[src/rtl/watch_pkg.sv]
// Shared widths, limits and BCD digit types for the time-of-day watch blocks.
package watch_pkg;

  localparam int unsigned BCD_DIGIT_W   = 4;
  localparam int unsigned MIN_UNITS_W   = BCD_DIGIT_W;
  localparam int unsigned MIN_TENS_W    = 3;
  localparam int unsigned HOUR_UNITS_W  = BCD_DIGIT_W;
  localparam int unsigned HOUR_TENS_W   = 2;

  localparam int unsigned BCD_UNITS_MAX = 9;
  localparam int unsigned MIN_TENS_MAX  = 5;
  localparam int unsigned HOUR_MAX_24   = 23;
  localparam int unsigned HOUR_MAX_12   = 12;

  typedef logic [MIN_UNITS_W-1:0]  min_units_t;
  typedef logic [MIN_TENS_W-1:0]   min_tens_t;
  typedef logic [HOUR_UNITS_W-1:0] hour_units_t;
  typedef logic [HOUR_TENS_W-1:0]  hour_tens_t;

  // Hours register payload: BCD digit pair plus the PM flag.
  typedef struct packed {
    hour_tens_t  tens;
    hour_units_t units;
    logic        pm;
  } hour_state_t;

endpackage : watch_pkg

[src/rtl/bcd_count.sv]
// Two-digit BCD counter with enable, wrap at WRAP_TENS:WRAP_UNITS and a
// combinational carry-out that flags the wrapping increment.
module bcd_count
  import watch_pkg::*;
#(
  parameter int unsigned TENS_W     = MIN_TENS_W,
  parameter int unsigned WRAP_TENS  = MIN_TENS_MAX,
  parameter int unsigned WRAP_UNITS = BCD_UNITS_MAX
) (
  input  logic                   clk_i,
  input  logic                   rstn_i,
  input  logic                   en_i,
  output logic [BCD_DIGIT_W-1:0] units_o,
  output logic [TENS_W-1:0]      tens_o,
  output logic                   carry_c
);

  logic [BCD_DIGIT_W-1:0] units_q, units_d;
  logic [TENS_W-1:0]      tens_q, tens_d;
  logic                   at_wrap_c;

  assign at_wrap_c = (units_q == BCD_DIGIT_W'(WRAP_UNITS)) &&
                     (tens_q  == TENS_W'(WRAP_TENS));
  assign carry_c   = en_i & at_wrap_c;

  // Next digit pair: wrap to 00, units 9 -> 0 with tens carry, else units +1.
  always_comb begin
    units_d = units_q;
    tens_d  = tens_q;
    if (en_i) begin
      if (at_wrap_c) begin
        units_d = '0;
        tens_d  = '0;
      end else if (units_q == BCD_DIGIT_W'(BCD_UNITS_MAX)) begin
        units_d = '0;
        tens_d  = tens_q + TENS_W'(1);
      end else begin
        units_d = units_q + BCD_DIGIT_W'(1);
      end
    end
  end

  // Digit registers.
  always_ff @(posedge clk_i or negedge rstn_i) begin
    if (!rstn_i) begin
      units_q <= '0;
      tens_q  <= '0;
    end else begin
      units_q <= units_d;
      tens_q  <= tens_d;
    end
  end

  assign units_o = units_q;
  assign tens_o  = tens_q;

endmodule : bcd_count

[src/rtl/clock_hhmm.sv]
// Time-of-day minutes/hours counter fed by the seconds divider's 1/60 Hz
// toggle. Each toggle edge is one minute; set inputs take priority over it.
// Optional build macro: H12_MODE_EN selects 12-hour display with PM flag;
// left undefined the clock counts 00..23 and pm_o stays 0.
module clock_hhmm
  import watch_pkg::*;
(
  input  logic                    clk_i,
  input  logic                    rstn_i,
  input  logic                    clk60s_i,
  input  logic                    set_min_i,
  input  logic                    set_hour_i,
  output logic [MIN_UNITS_W-1:0]  min_units_o,
  output logic [MIN_TENS_W-1:0]   min_tens_o,
  output logic [HOUR_UNITS_W-1:0] hour_units_o,
  output logic [HOUR_TENS_W-1:0]  hour_tens_o,
  output logic                    pm_o,
  output logic                    day_tick_o
);

`ifdef H12_MODE_EN
  localparam hour_tens_t  TOP_TENS  = HOUR_TENS_W'(HOUR_MAX_12 / 10);
  localparam hour_units_t TOP_UNITS = HOUR_UNITS_W'(HOUR_MAX_12 % 10);
  localparam hour_tens_t  PRE_TENS  = HOUR_TENS_W'((HOUR_MAX_12 - 1) / 10);
  localparam hour_units_t PRE_UNITS = HOUR_UNITS_W'((HOUR_MAX_12 - 1) % 10);
  localparam hour_state_t HOUR_RST  = '{tens: TOP_TENS, units: TOP_UNITS, pm: 1'b0};
`else
  localparam hour_tens_t  TOP_TENS  = HOUR_TENS_W'(HOUR_MAX_24 / 10);
  localparam hour_units_t TOP_UNITS = HOUR_UNITS_W'(HOUR_MAX_24 % 10);
  localparam hour_state_t HOUR_RST  = '{tens: '0, units: '0, pm: 1'b0};
`endif

  logic        clk60s_q;
  logic        tick_c;
  logic        set_any_c;
  logic        run_c;
  logic        min_en_c;
  logic        min_carry_c;
  logic        hour_en_c;
  logic        day_roll_c;
  hour_state_t hour_q, hour_d;
  logic        day_tick_q;

  // Any divider edge is a minute; a set cycle swallows it.
  assign tick_c    = clk60s_i ^ clk60s_q;
  assign set_any_c = set_min_i | set_hour_i;
  assign run_c     = tick_c & ~set_any_c;
  assign min_en_c  = set_min_i | run_c;
  assign hour_en_c = set_hour_i | (run_c & min_carry_c);

  // Minutes 00..59; carry only honoured on the running (non-set) path.
  bcd_count #(
    .TENS_W     (MIN_TENS_W),
    .WRAP_TENS  (MIN_TENS_MAX),
    .WRAP_UNITS (BCD_UNITS_MAX)
  ) u_min (
    .clk_i   (clk_i),
    .rstn_i  (rstn_i),
    .en_i    (min_en_c),
    .units_o (min_units_o),
    .tens_o  (min_tens_o),
    .carry_c (min_carry_c)
  );

  // Next hour value under the mode wrap rule, plus midnight detection.
  always_comb begin
    hour_d     = hour_q;
    day_roll_c = 1'b0;
    if (hour_en_c) begin
`ifdef H12_MODE_EN
      if (hour_q.tens == TOP_TENS && hour_q.units == TOP_UNITS) begin
        hour_d.tens  = '0;
        hour_d.units = HOUR_UNITS_W'(1);
      end else if (hour_q.tens == PRE_TENS && hour_q.units == PRE_UNITS) begin
        hour_d.tens  = TOP_TENS;
        hour_d.units = TOP_UNITS;
        hour_d.pm    = ~hour_q.pm;
        // Only a clock-driven 11 PM -> 12 AM starts a new day.
        day_roll_c   = run_c & hour_q.pm;
      end else
`else
      if (hour_q.tens == TOP_TENS && hour_q.units == TOP_UNITS) begin
        hour_d.tens  = '0;
        hour_d.units = '0;
        day_roll_c   = run_c;
      end else
`endif
      if (hour_q.units == HOUR_UNITS_W'(BCD_UNITS_MAX)) begin
        hour_d.units = '0;
        hour_d.tens  = hour_q.tens + HOUR_TENS_W'(1);
      end else begin
        hour_d.units = hour_q.units + HOUR_UNITS_W'(1);
      end
    end
  end

  // Edge-detect history, hour state and day pulse registers.
  always_ff @(posedge clk_i or negedge rstn_i) begin
    if (!rstn_i) begin
      clk60s_q   <= 1'b0;
      hour_q     <= HOUR_RST;
      day_tick_q <= 1'b0;
    end else begin
      clk60s_q   <= clk60s_i;
      hour_q     <= hour_d;
      day_tick_q <= day_roll_c;
    end
  end

  assign hour_tens_o  = hour_q.tens;
  assign hour_units_o = hour_q.units;
  assign pm_o         = hour_q.pm;
  assign day_tick_o   = day_tick_q;

endmodule : clock_hhmm

[config.mk]
export PLATFORM = sky130hd
export DESIGN_NAME = clock_hhmm
export DESIGN_NICKNAME = d
export VERILOG_FILES = /design/src/rtl/watch_pkg.sv /design/src/rtl/bcd_count.sv /design/src/rtl/clock_hhmm.sv
export SDC_FILE = /design/constraint.sdc
export NUM_CORES = 1
export LEC_CHECK = 0
export CORE_MARGIN = 3
export CORE_UTILIZATION = 40
export CTS_CLUSTER_DIAMETER = 80
export DETAILED_ROUTE_END_ITERATION = 8
export GPL_ROUTABILITY_DRIVEN = 0
export PLACE_DENSITY_LB_ADDON = 0.3
export SETUP_SLACK_MARGIN = 0.05
export SLEW_MARGIN = 30
export SYNTH_ARGS = -nofsm -noshare
export SYNTH_HDL_FRONTEND = slang
export SYNTH_SLANG_ARGS = --single-unit
[constraint.sdc]
create_clock -name clk_i -period 2.6 [get_ports clk_i]
set_clock_uncertainty 0.2 [all_clocks]
set_input_delay 0.52 -clock clk_i [delete_from_list [all_inputs] [get_ports clk_i]]
set_output_delay 0.52 -clock clk_i [all_outputs]
set_load 0.02 [all_outputs]
==> metrics.txt, run 1 <==
status finished clean; cell depth of the worst setup path 1; Die X between 50 and 60 um; Die Ht 51.7 um; Buffers on Ports 18; Worst Hold Class reg -> reg; initial antenna violation count 0; GR Overflow Total 0; leak pwr roughly 0.46 nW; share of layout cells above drive strength 1 ~14%; worst setup path class reg -> out; Post-Synthesis Mean Instance Area about 11 sq um; final hold violations 0; synthesized net count 90; Final Worst Setup Slack 0.453 ns; # resized after CTS 0; Worst Hold Depth 1; Worst EP arrival 1.43 ns; number of global-route vias before repair 628; Hold WS 0.315 ns; root buf cell clkbuf_4; initial DRC count 9; antenna cells 0; placed cells between 100 and 150; Initial Utilization around 46%; largest net degree at the start of global routing 16; Clock Latency Late Sink 0.29 ns; drt wl/cell ~13 um; Max transition margin a little under three fifths; drt first pass iters 4; area of the core approximately 0.0018 sq mm; row cnt 15; CTS tree yes; Mapped Cells just under 80; H-tree depth 1; clk sinks 15; Routed WL roughly 1.6 mm; non-filler cells, final around 120; Post-CTS Setup Inserts 0; Die ar. 0.00268 sq mm; post-synthesis sequential area ratio 44.8%; worst-case clock buffer depth 2; nets ~110; Remaining DRCs 0; post-route ant nets 0; Pins Over Slew Limit 0; DR vias 647; HPWL Detailed around 1.2 mm; worst slack at placement between 0.2 and 0.25 ns; Distinct cells, synth 29; Post-CTS Hold Fix Bufs 0; final setup fails 0; pwr/cell area 1110 mW/mm^2; Crit path buffers/inverters 1; minimum clock period between 2 and 2.5 ns; Final period util between 80% and 90%; CP top delay family buffers and inverters; max cap viols 0; Peak VDD IR ~0.56 mV; area grow syn2layout 26.8%; vias per inst 5.22; fmax roughly 470 MHz; crit-path max FO 9; Clock transition at path regs 0.09 ns; startpoint types flip-flop; Mapped Area ~840 sq um; Worst EP required 1.88 ns; first-pass GRT wire length 2.74 mm; Ys Warns 0; critical path's slowest cell clkdlybuf4s50_1; Worst-Margin Slew about 0.65 ns; crit-path cells clkdlybuf4s50_1; RSZ-0062 raised after global routing false; Ports 20; total negative slack 0 ns; flops & latches, synth 15; GRT Overall Usage around 14%; R2R depth 6; Num CTS Buffers 3; Largest stage delay, worst path ~0.65 ns; critical path endpoint category primary output
==> synth_stat cells <==
library cell  count  area, sq um
buf_4             2         15.0
nor2b_1           2         12.5
conb_1            1         3.75
or3_2             1         7.51
or4b_1            1         10.0
o31ai_1           1         7.51
or3_1             1         6.26
nand2_1           4         15.0
and3b_1           2         17.5
nand4bb_1         1         11.3
o41ai_1           1         8.76
a31o_2            1         8.76
nor2_1            3         11.3
ha_1              6         75.1
nor3_1            4         20.0
xor2_2            1         16.3
a21oi_1           4         20.0
mux2_2            3         33.8
inv_1             5         18.8
xor2_1            1         8.76
a21o_1            1         7.51
nand3_1           4         20.0
a32o_1            1         10.0
o211ai_1          1         7.51
a21o_2            2         17.5
o21ai_0           8         40.0
a31oi_4           1         21.3
and4_2            1         10.0
dfrtp_1          15          375
==> where the power goes <==
group	internal [mW]	total [mW]	switching [mW]
Combinational	0.302	0.592	0.290
Sequential	0.329	0.453	0.124
Clock	0.0572	0.134	0.0766
Total	0.688	1.18	0.491
==> cell type report <==
class	count	area, sq um
flip-flops and latches	15	375
inverters	5	18.8
clock buffers	3	22.5
well taps	25	31.3
fillers	173	778
repair buffers	18	180
multi-input cells	57	428
clock inverters	1	5.00
==> sequential cells by signal (all words and copies together) (netlist names) <==
name	cells
clk60s_q	1
day_tick_o	1
hour_tens_o	2
hour_units_o	4
u_min.tens_o	3
u_min.units_o	4
==> cells by family after synthesis <==
kind of cell | synth area share, %
AO/OA/AOI/OAI | 17.8
XOR/XNOR | 2.99
adder cells (fa/ha/maj) | 8.97
buffers and inverters | 4.04
flip-flops | 44.8
multiplexers | 4.04
other | 0.448
AND/OR/NAND/NOR | 16.9
==> final timing paths <==
kind	start	endpoint	slack [ns]
hold reg to reg	u_min.units_o[3]	u_min.units_o[3]	0.32
setup / recovery	hour_units_o[2]	hour_units_o[2]	0.45
hold / removal	u_min.units_o[3]	u_min.units_o[3]	0.32
setup reg to reg	u_min.units_o[1]	hour_units_o[3]	0.50
min in group asynchronous	rstn_i	hour_units_o[1]	0.42
max in group asynchronous	rstn_i	u_min.units_o[2]	1.36
==> metal layers <==
metal	GRT usage (%)	part of all wire [%]	wire, um	vias up
li1	-	-	-	322
met1	18.2	48	757	304
met2	21.0	46	717	19
met3	4.87	4.7	73	2
met4	4.37	1.1	17	0
met5	0	0	0	-
==> per-stage QoR <==
step / total power, mW / instance area (sq um) / utilization (%)
CTS: 1.20 / 1060 / 57.7
finish: 1.18 / 1060 / 57.7
global placement: 1.04 / 1030 / 56.2
detailed placement: 1.05 / 1030 / 56.2
floorplan: 0.794 / 837 / -
global route: 1.28 / 1060 / 57.7
==> cell usage in the layout, fill, tap and decap left out <==
master / netlist / routed
a21oi_1: 4 / 4
a32o_1: 1 / 1
o211ai_1: 1 / 1
a31oi_4: 1 / 1
a31o_2: 1 / 1
clkdlybuf4s50_1: 0 / 18
conb_1: 1 / 1
and4_2: 1 / 1
o21ai_0: 8 / 8
o31ai_1: 1 / 1
xor2_2: 1 / 1
o41ai_1: 1 / 1
a21o_1: 1 / 1
nor2_1: 3 / 3
clkbuf_4: 0 / 3
or4b_1: 1 / 1
inv_1: 5 / 5
or3_2: 1 / 1
dfrtp_1: 15 / 15
a21o_2: 2 / 2
or3_1: 1 / 1
clkinv_2: 0 / 1
nand3_1: 4 / 4
nor3_1: 4 / 4
and3b_1: 2 / 2
ha_1: 6 / 6
nand4bb_1: 1 / 1
mux2_2: 3 / 3
xor2_1: 1 / 1
nor2b_1: 2 / 2
nand2_1: 4 / 4
Note: power is estimated with default switching activity, not from simulation.
==> inputs of run 2 (changes only) <==
Clock period 2.6 ns to 2.25 ns, I/O delays scaled along.
==> run 2 against run 1 <==
Compared with the run above: clock power is 14% higher; die area did not move; wire length up 7.2%; non-clock buffer count up 6; final cell count grew 4.8%; sequential cell count stayed put; design area is 4.4% higher; critical path depth stayed put; setup slack worse by 0.28 ns; largest power group unchanged.
==> metrics.txt, run 2 (synthesis results as in run 1) <==
final hold violations 0 (unchanged); Hold WS 0.274 ns (-0.0411 ns); R2R Setup Slk 0.28 ns (-0.22 ns); antenna cells 0 (unchanged); most frequent cells in the layout clkdlybuf4s50_1, dfrtp_1, o21ai_0, ha_1, buf_4; commonest non-fill, non-tap cell in the layout clkdlybuf4s50_1; Clock transition at path regs 0.09 ns (about the same); Net Sw Frac 41.4% (-0.18 points); Die ar. 0.00268 sq mm (unchanged); critical path's slowest cell clkdlybuf4s50_1; Crit path buffers/inverters 1 (unchanged); drt first pass iters 4 (unchanged); Largest stage delay, worst path 0.65 ns (about the same); pwr/cell area 1250 mW/mm^2 (+13%); fmax around 480 MHz; share of layout cells above drive strength 1 20.0% (+5.9 points); CP top delay family buffers and inverters; number of global-route vias before repair 589 (-6.2%); Initial Utilization 45.5% (unchanged); Worst Hold Class in -> async; clk sinks 15 (unchanged); power share of the sequential group 37.1% (-1.3 points); post-route ant nets 0 (unchanged); Setup crit start hour_units_o[2]; # fillers 174 (+0.58%); GRT Overall Usage 14.5% (+0.69 points); vias per inst 5.22 (+0.10%); root buf cell clkbuf_4; Worst EP required 1.60 ns (-0.28 ns); max cap viols 0 (unchanged); Ports 20 (unchanged); Routed WL 1.68 mm (+7.2%); largest net degree at the start of global routing 16 (unchanged); Clock Latency Late Sink 0.28 ns (about the same); Worst EP arrival 1.43 ns (about the same); critical path endpoint category primary output; Pint 812 uW (+18%); worst setup path class reg -> out; leak pwr 0.490 nW (+6.2%); startpoint types flip-flop; R2R depth 6 (unchanged); status finished clean; Peak VDD IR 0.581 mV (+3.9%); area grow syn2layout 32.3%; first-pass GRT wire length 2.84 mm (+3.5%); clock share of power 11.1% (-0.2 points); final setup fails 0 (unchanged); Worst Setup EP hour_units_o[2]; minimum clock period between 2 and 2.5 ns; Pins Over Slew Limit 0 (unchanged); P_sw 575 uW (+17%); H-tree depth 1 (unchanged); worst r2r src u_min.units_o[1]; Num CTS Buffers 3 (unchanged); Die Ht 51.7 um (unchanged); Post-CTS Hold Fix Bufs 0 (unchanged); crit-path max FO 9 (unchanged); initial antenna violation count 0 (unchanged); worst-case clock buffer depth 2 (unchanged); area of the core 0.00184 sq mm (unchanged); crit-path cells clkdlybuf4s50_1; DR vias 679 (+4.9%); initial DRC count 13 (+4); Post-CTS Setup Inserts 0 (unchanged); Remaining DRCs 0 (unchanged); nets 117 (+5.4%); RSZ-0062 raised after global routing false; row cnt 15 (unchanged); combinational share of power 51.9% (+1.7 points); CTS tree yes; Die X 51.7 um (unchanged); drt wl/cell 12.9 um (+2.2%); Cell Area, Placed 0.00108 sq mm (+4.4%); design area 0.00111 sq mm (+4.4%); Buffers on Ports 18 (unchanged); Final period util around 92%; HPWL Detailed 1.29 mm (+8.9%); cell depth of the worst setup path 1 (unchanged); GR Overflow Total 0 (unchanged); reg-to-reg endpoint hour_units_o[3]
==> run 2: cell types whose count changed in the layout (fill, tap and decap cells not counted) <==
cell and delta:
buf_4 +6, and3b_1 -1, and3b_2 +1
==> run 2: stage by stage <==
stage          setup TNS [ns]  util (%)  total power [mW]  setup WS, ns  instances
5_1_grt                     0      60.2              1.49         0.110        130
3_3_place_gp                0      58.6              1.23        0.0358        126
4_1_cts                     0      60.1              1.40         0.142        130
6_report                    0      60.2              1.39         0.173        130
3_5_place_dp         -0.00147      58.6              1.24      -0.00147        126
2_1_floorplan               0         -             0.917         0.306         79
==> run 2: worst min path at each step <==
stage	from	end	slack, ns	depth (start not counted)
after floorplan	rstn_i	clk60s_q	-0.05	0
after global routing	rstn_i	u_min.tens_o[1]	0.28	2
after CTS	rstn_i	hour_units_o[3]	0.28	2
final	rstn_i	hour_units_o[3]	0.27	2
after detailed placement	u_min.units_o[3]	u_min.units_o[3]	0.29	1
after global placement	u_min.units_o[3]	u_min.units_o[3]	0.28	1
==> run 2: final cells by class <==
| class | count | area [sq um] | area share (%) |
|---|---|---|---|
| repair buffers | 24 | 225 | 20.3 |
| well taps | 25 | 31.3 | 2.82 |
| clock buffers | 3 | 22.5 | 2.03 |
| clock inverters | 1 | 5.00 | 0.452 |
| inverters | 5 | 18.8 | 1.69 |
| multi-input cells | 57 | 429 | 38.8 |
| flip-flops and latches | 15 | 375 | 33.9 |
==> run 2: worst reg2reg max path: stages (launching register included) <==
cell     delay (ns)
dfrtp_1        0.42
inv_1          0.08
ha_1           0.13
and3b_2        0.31
a31oi_4        0.16
or4b_1         0.52
nand3_1        0.09
==> run 2: what timing repair did <==
item | 4_1_cts | 5_1_grt
gates resized for setup | 0 | 1
setup endpoints to repair | 0 | 3
hold endpoints to repair | 0 | 0
==> run 2: routing by layer <==
| metal | share of wire [%] | GRT usage, % | vias to the layer above | wire (um) |
|---|---|---|---|---|
| li1 | - | - | 338 | - |
| met1 | 48 | 19.2 | 328 | 812 |
| met2 | 48 | 21.6 | 13 | 808 |
| met3 | 3.3 | 5.16 | 0 | 55 |
| met4 | 0 | 5.24 | 0 | 0 |
| met5 | 0 | 0 | - | 0 |
==> run 2: power groups by stage <==
stage / registers, mW / logic (mW) / clock network, mW
after floorplan: 0.638 / 0.279 / 0
after global placement: 0.513 / 0.713 / 0
after detailed placement: 0.520 / 0.725 / 0
after CTS: 0.514 / 0.728 / 0.160
after global routing: 0.535 / 0.785 / 0.173
final: 0.514 / 0.720 / 0.153
==> edit, RTL diff (flow settings as in run 1) <==
Reset style: synchronous (`rstn_i`), changed in 2 clocked blocks.
--- a/src/rtl/bcd_count.sv
+++ b/src/rtl/bcd_count.sv
@@ -43,3 +43,3 @@
   // Digit registers.
-  always_ff @(posedge clk_i or negedge rstn_i) begin
+  always_ff @(posedge clk_i) begin
     if (!rstn_i) begin
--- a/src/rtl/clock_hhmm.sv
+++ b/src/rtl/clock_hhmm.sv
@@ -97,3 +97,3 @@
   // Edge-detect history, hour state and day pulse registers.
-  always_ff @(posedge clk_i or negedge rstn_i) begin
+  always_ff @(posedge clk_i) begin
     if (!rstn_i) begin
Function: differs if rstn_i is asserted again (counterexample within 4 cycles, from zero or initial values and one cycle with rstn_i low); with rstn_i held inactive, the same outputs for 10 cycles.
==> edit against run 1 <==
Final cell count rose by 10%; sequential share of layout area fell by 6.4 points; setup slack got worse by 15 ps; synthesized area fell by 2.5%; sequential cell count did not move; fmax fell by 0.70%; cell area fell by 2.2%; synthesized cell count rose by 18%; wire length rose by 10%; critical endpoint is now hour_units_o[0].
Power is not compared: it rests on default switching activity, and its combinational part moved more than twofold at a synthesized area within 25%.
==> edit: results (changes against run 1) <==
The pin count of the biggest net entering global routing is 11 (was 16). The dominant synthesized flop cell was sky130_fd_sc_hd__dfxtp_1 (was sky130_fd_sc_hd__dfrtp_1). The count of placed standard cells including taps was 133 (was 120). The share of the final layout cell area in multi-input gates is 0.456 (was 0.403), and the arrival time at the worst endpoint is 2150 ps (was 1430 ps). The run finished with clean final reports. The total routed wirelength was 1.72 mm (was 1.56 mm).

The completed layout was analyzed and its total power is 0.464 mW. The total routed wire length on the met1 layer is 832 um (was 757 um). Area contributors post-synth: sky130_fd_sc_hd__dfxtp_1 (37%), sky130_fd_sc_hd__ha_1 (9.2%), sky130_fd_sc_hd__a21oi_1 (5.5%), sky130_fd_sc_hd__o21ai_0 (4.9%), sky130_fd_sc_hd__inv_1 (3.2%) (was sky130_fd_sc_hd__dfrtp_1 (45%), sky130_fd_sc_hd__ha_1 (9.0%), sky130_fd_sc_hd__o21ai_0 (4.8%), sky130_fd_sc_hd__mux2_2 (4.0%), sky130_fd_sc_hd__a31oi_4 (2.5%)).

The share of async-settable or async-resettable flops after synthesis was 0 (was 1.00); the first-pass GRT wire length was 2.75 mm (was 2.74 mm). The met2 usage in global routing was 0.217 (was 0.210). The run gives 0.0583 (was 0.0487) as the met3 usage in global routing. The maximum fanout count along the critical path was 5 (was 9).

The met2 wirelength from detailed routing is 761 um (was 717 um), and the relative area of clock buffers and inverters in the final design is 0.0253 (was 0.0259). The worst reg-to-reg path cell count was 5 (was 6). The tools report the global-route usage over all layers as 0.140 (was 0.138). The number of signal-net inverters in the final layout was 7 (was 5); the count of clock-net buffers in the final layout was 4 (was 3). Destination of the worst hold path: u_min.tens_o[1] (was u_min.units_o[3]).

DRC marker count from the first detailed-route iteration: 17 (was 9). The critical register-to-register path startpoint was u_min.units_o[0] (was u_min.units_o[1]). The setup slack of the worst register-to-register path is 550 ps (was 500 ps). The mean number of vias per cell was 5.45 (was 5.22).

The met3 wire length was 106 um (was 73 um); the fraction of area in registers was 0.290 (was 0.354). The terminus of the critical flop-to-flop path was hour_units_o[0] (was hour_units_o[3]). The share of the yosys chip area belonging to registers came out at 0.368 (was 0.448). The non-clock buffer share of cell area came out at 0.174 (was 0.170). The run gives 140 ps (was 202 ps) as the pre-CTS setup slack.

The tools report the startpoint of the tightest hold check path as u_min.tens_o[1] (was u_min.units_o[3]). For the via count of the first global-routing pass, the log shows 637 (was 628).
## edit: cell count changes after synthesis, moves of 3 or more
cell / delta
sky130_fd_sc_hd__dfrtp_1: -15
sky130_fd_sc_hd__dfxtp_1: +15
sky130_fd_sc_hd__a21oi_1: +5
sky130_fd_sc_hd__mux2_2: -3
sky130_fd_sc_hd__or3_1: +3
## edit: worst max-delay path by stage
stage	start	end	slack [ps]	depth (start not counted)
CTS	clk60s_i	hour_units_o[0]	450	5
detailed placement	clk60s_i	hour_units_o[0]	140	5
floorplan	u_min.units_o[0]	hour_units_o[0]	560	6
finish	clk60s_i	hour_units_o[0]	440	5
global placement	clk60s_i	hour_units_o[0]	180	5
global route	clk60s_i	u_min.units_o[1]	330	5
## edit: logic make-up (layout without fill, tap and decap cells)
family | count (synthesis) | count (layout) | share of synthesized area
xor gates and xnor gates | 3 | 3 | 0.0414
other | 1 | 1 | 0.00460
muxes | 1 | 1 | 0.0123
adders and majority gates | 6 | 6 | 0.0920
DFF | 15 | 15 | 0.368
AOI/OAI and AO/OA | 27 | 27 | 0.212
buffers and inverters | 10 | 29 | 0.0521
and+or+nand+nor | 30 | 30 | 0.218
## edit: critical path, cell delays in order
cell	delay, ps
sky130_fd_sc_hd__clkdlybuf4s50_1	510
sky130_fd_sc_hd__xor2_2	260
sky130_fd_sc_hd__a31oi_2	190
sky130_fd_sc_hd__or3_1	470
sky130_fd_sc_hd__and3_1	200
## edit: through the flow
| step | instance area [um^2] | hold WS (ps) |
|---|---|---|
| after floorplan | 816 | 377 |
| after detailed placement | 1010 | 311 |
| final | 1040 | 321 |
| after CTS | 1040 | 326 |
| after global placement | 1010 | 303 |
| after global routing | 1040 | 359 |
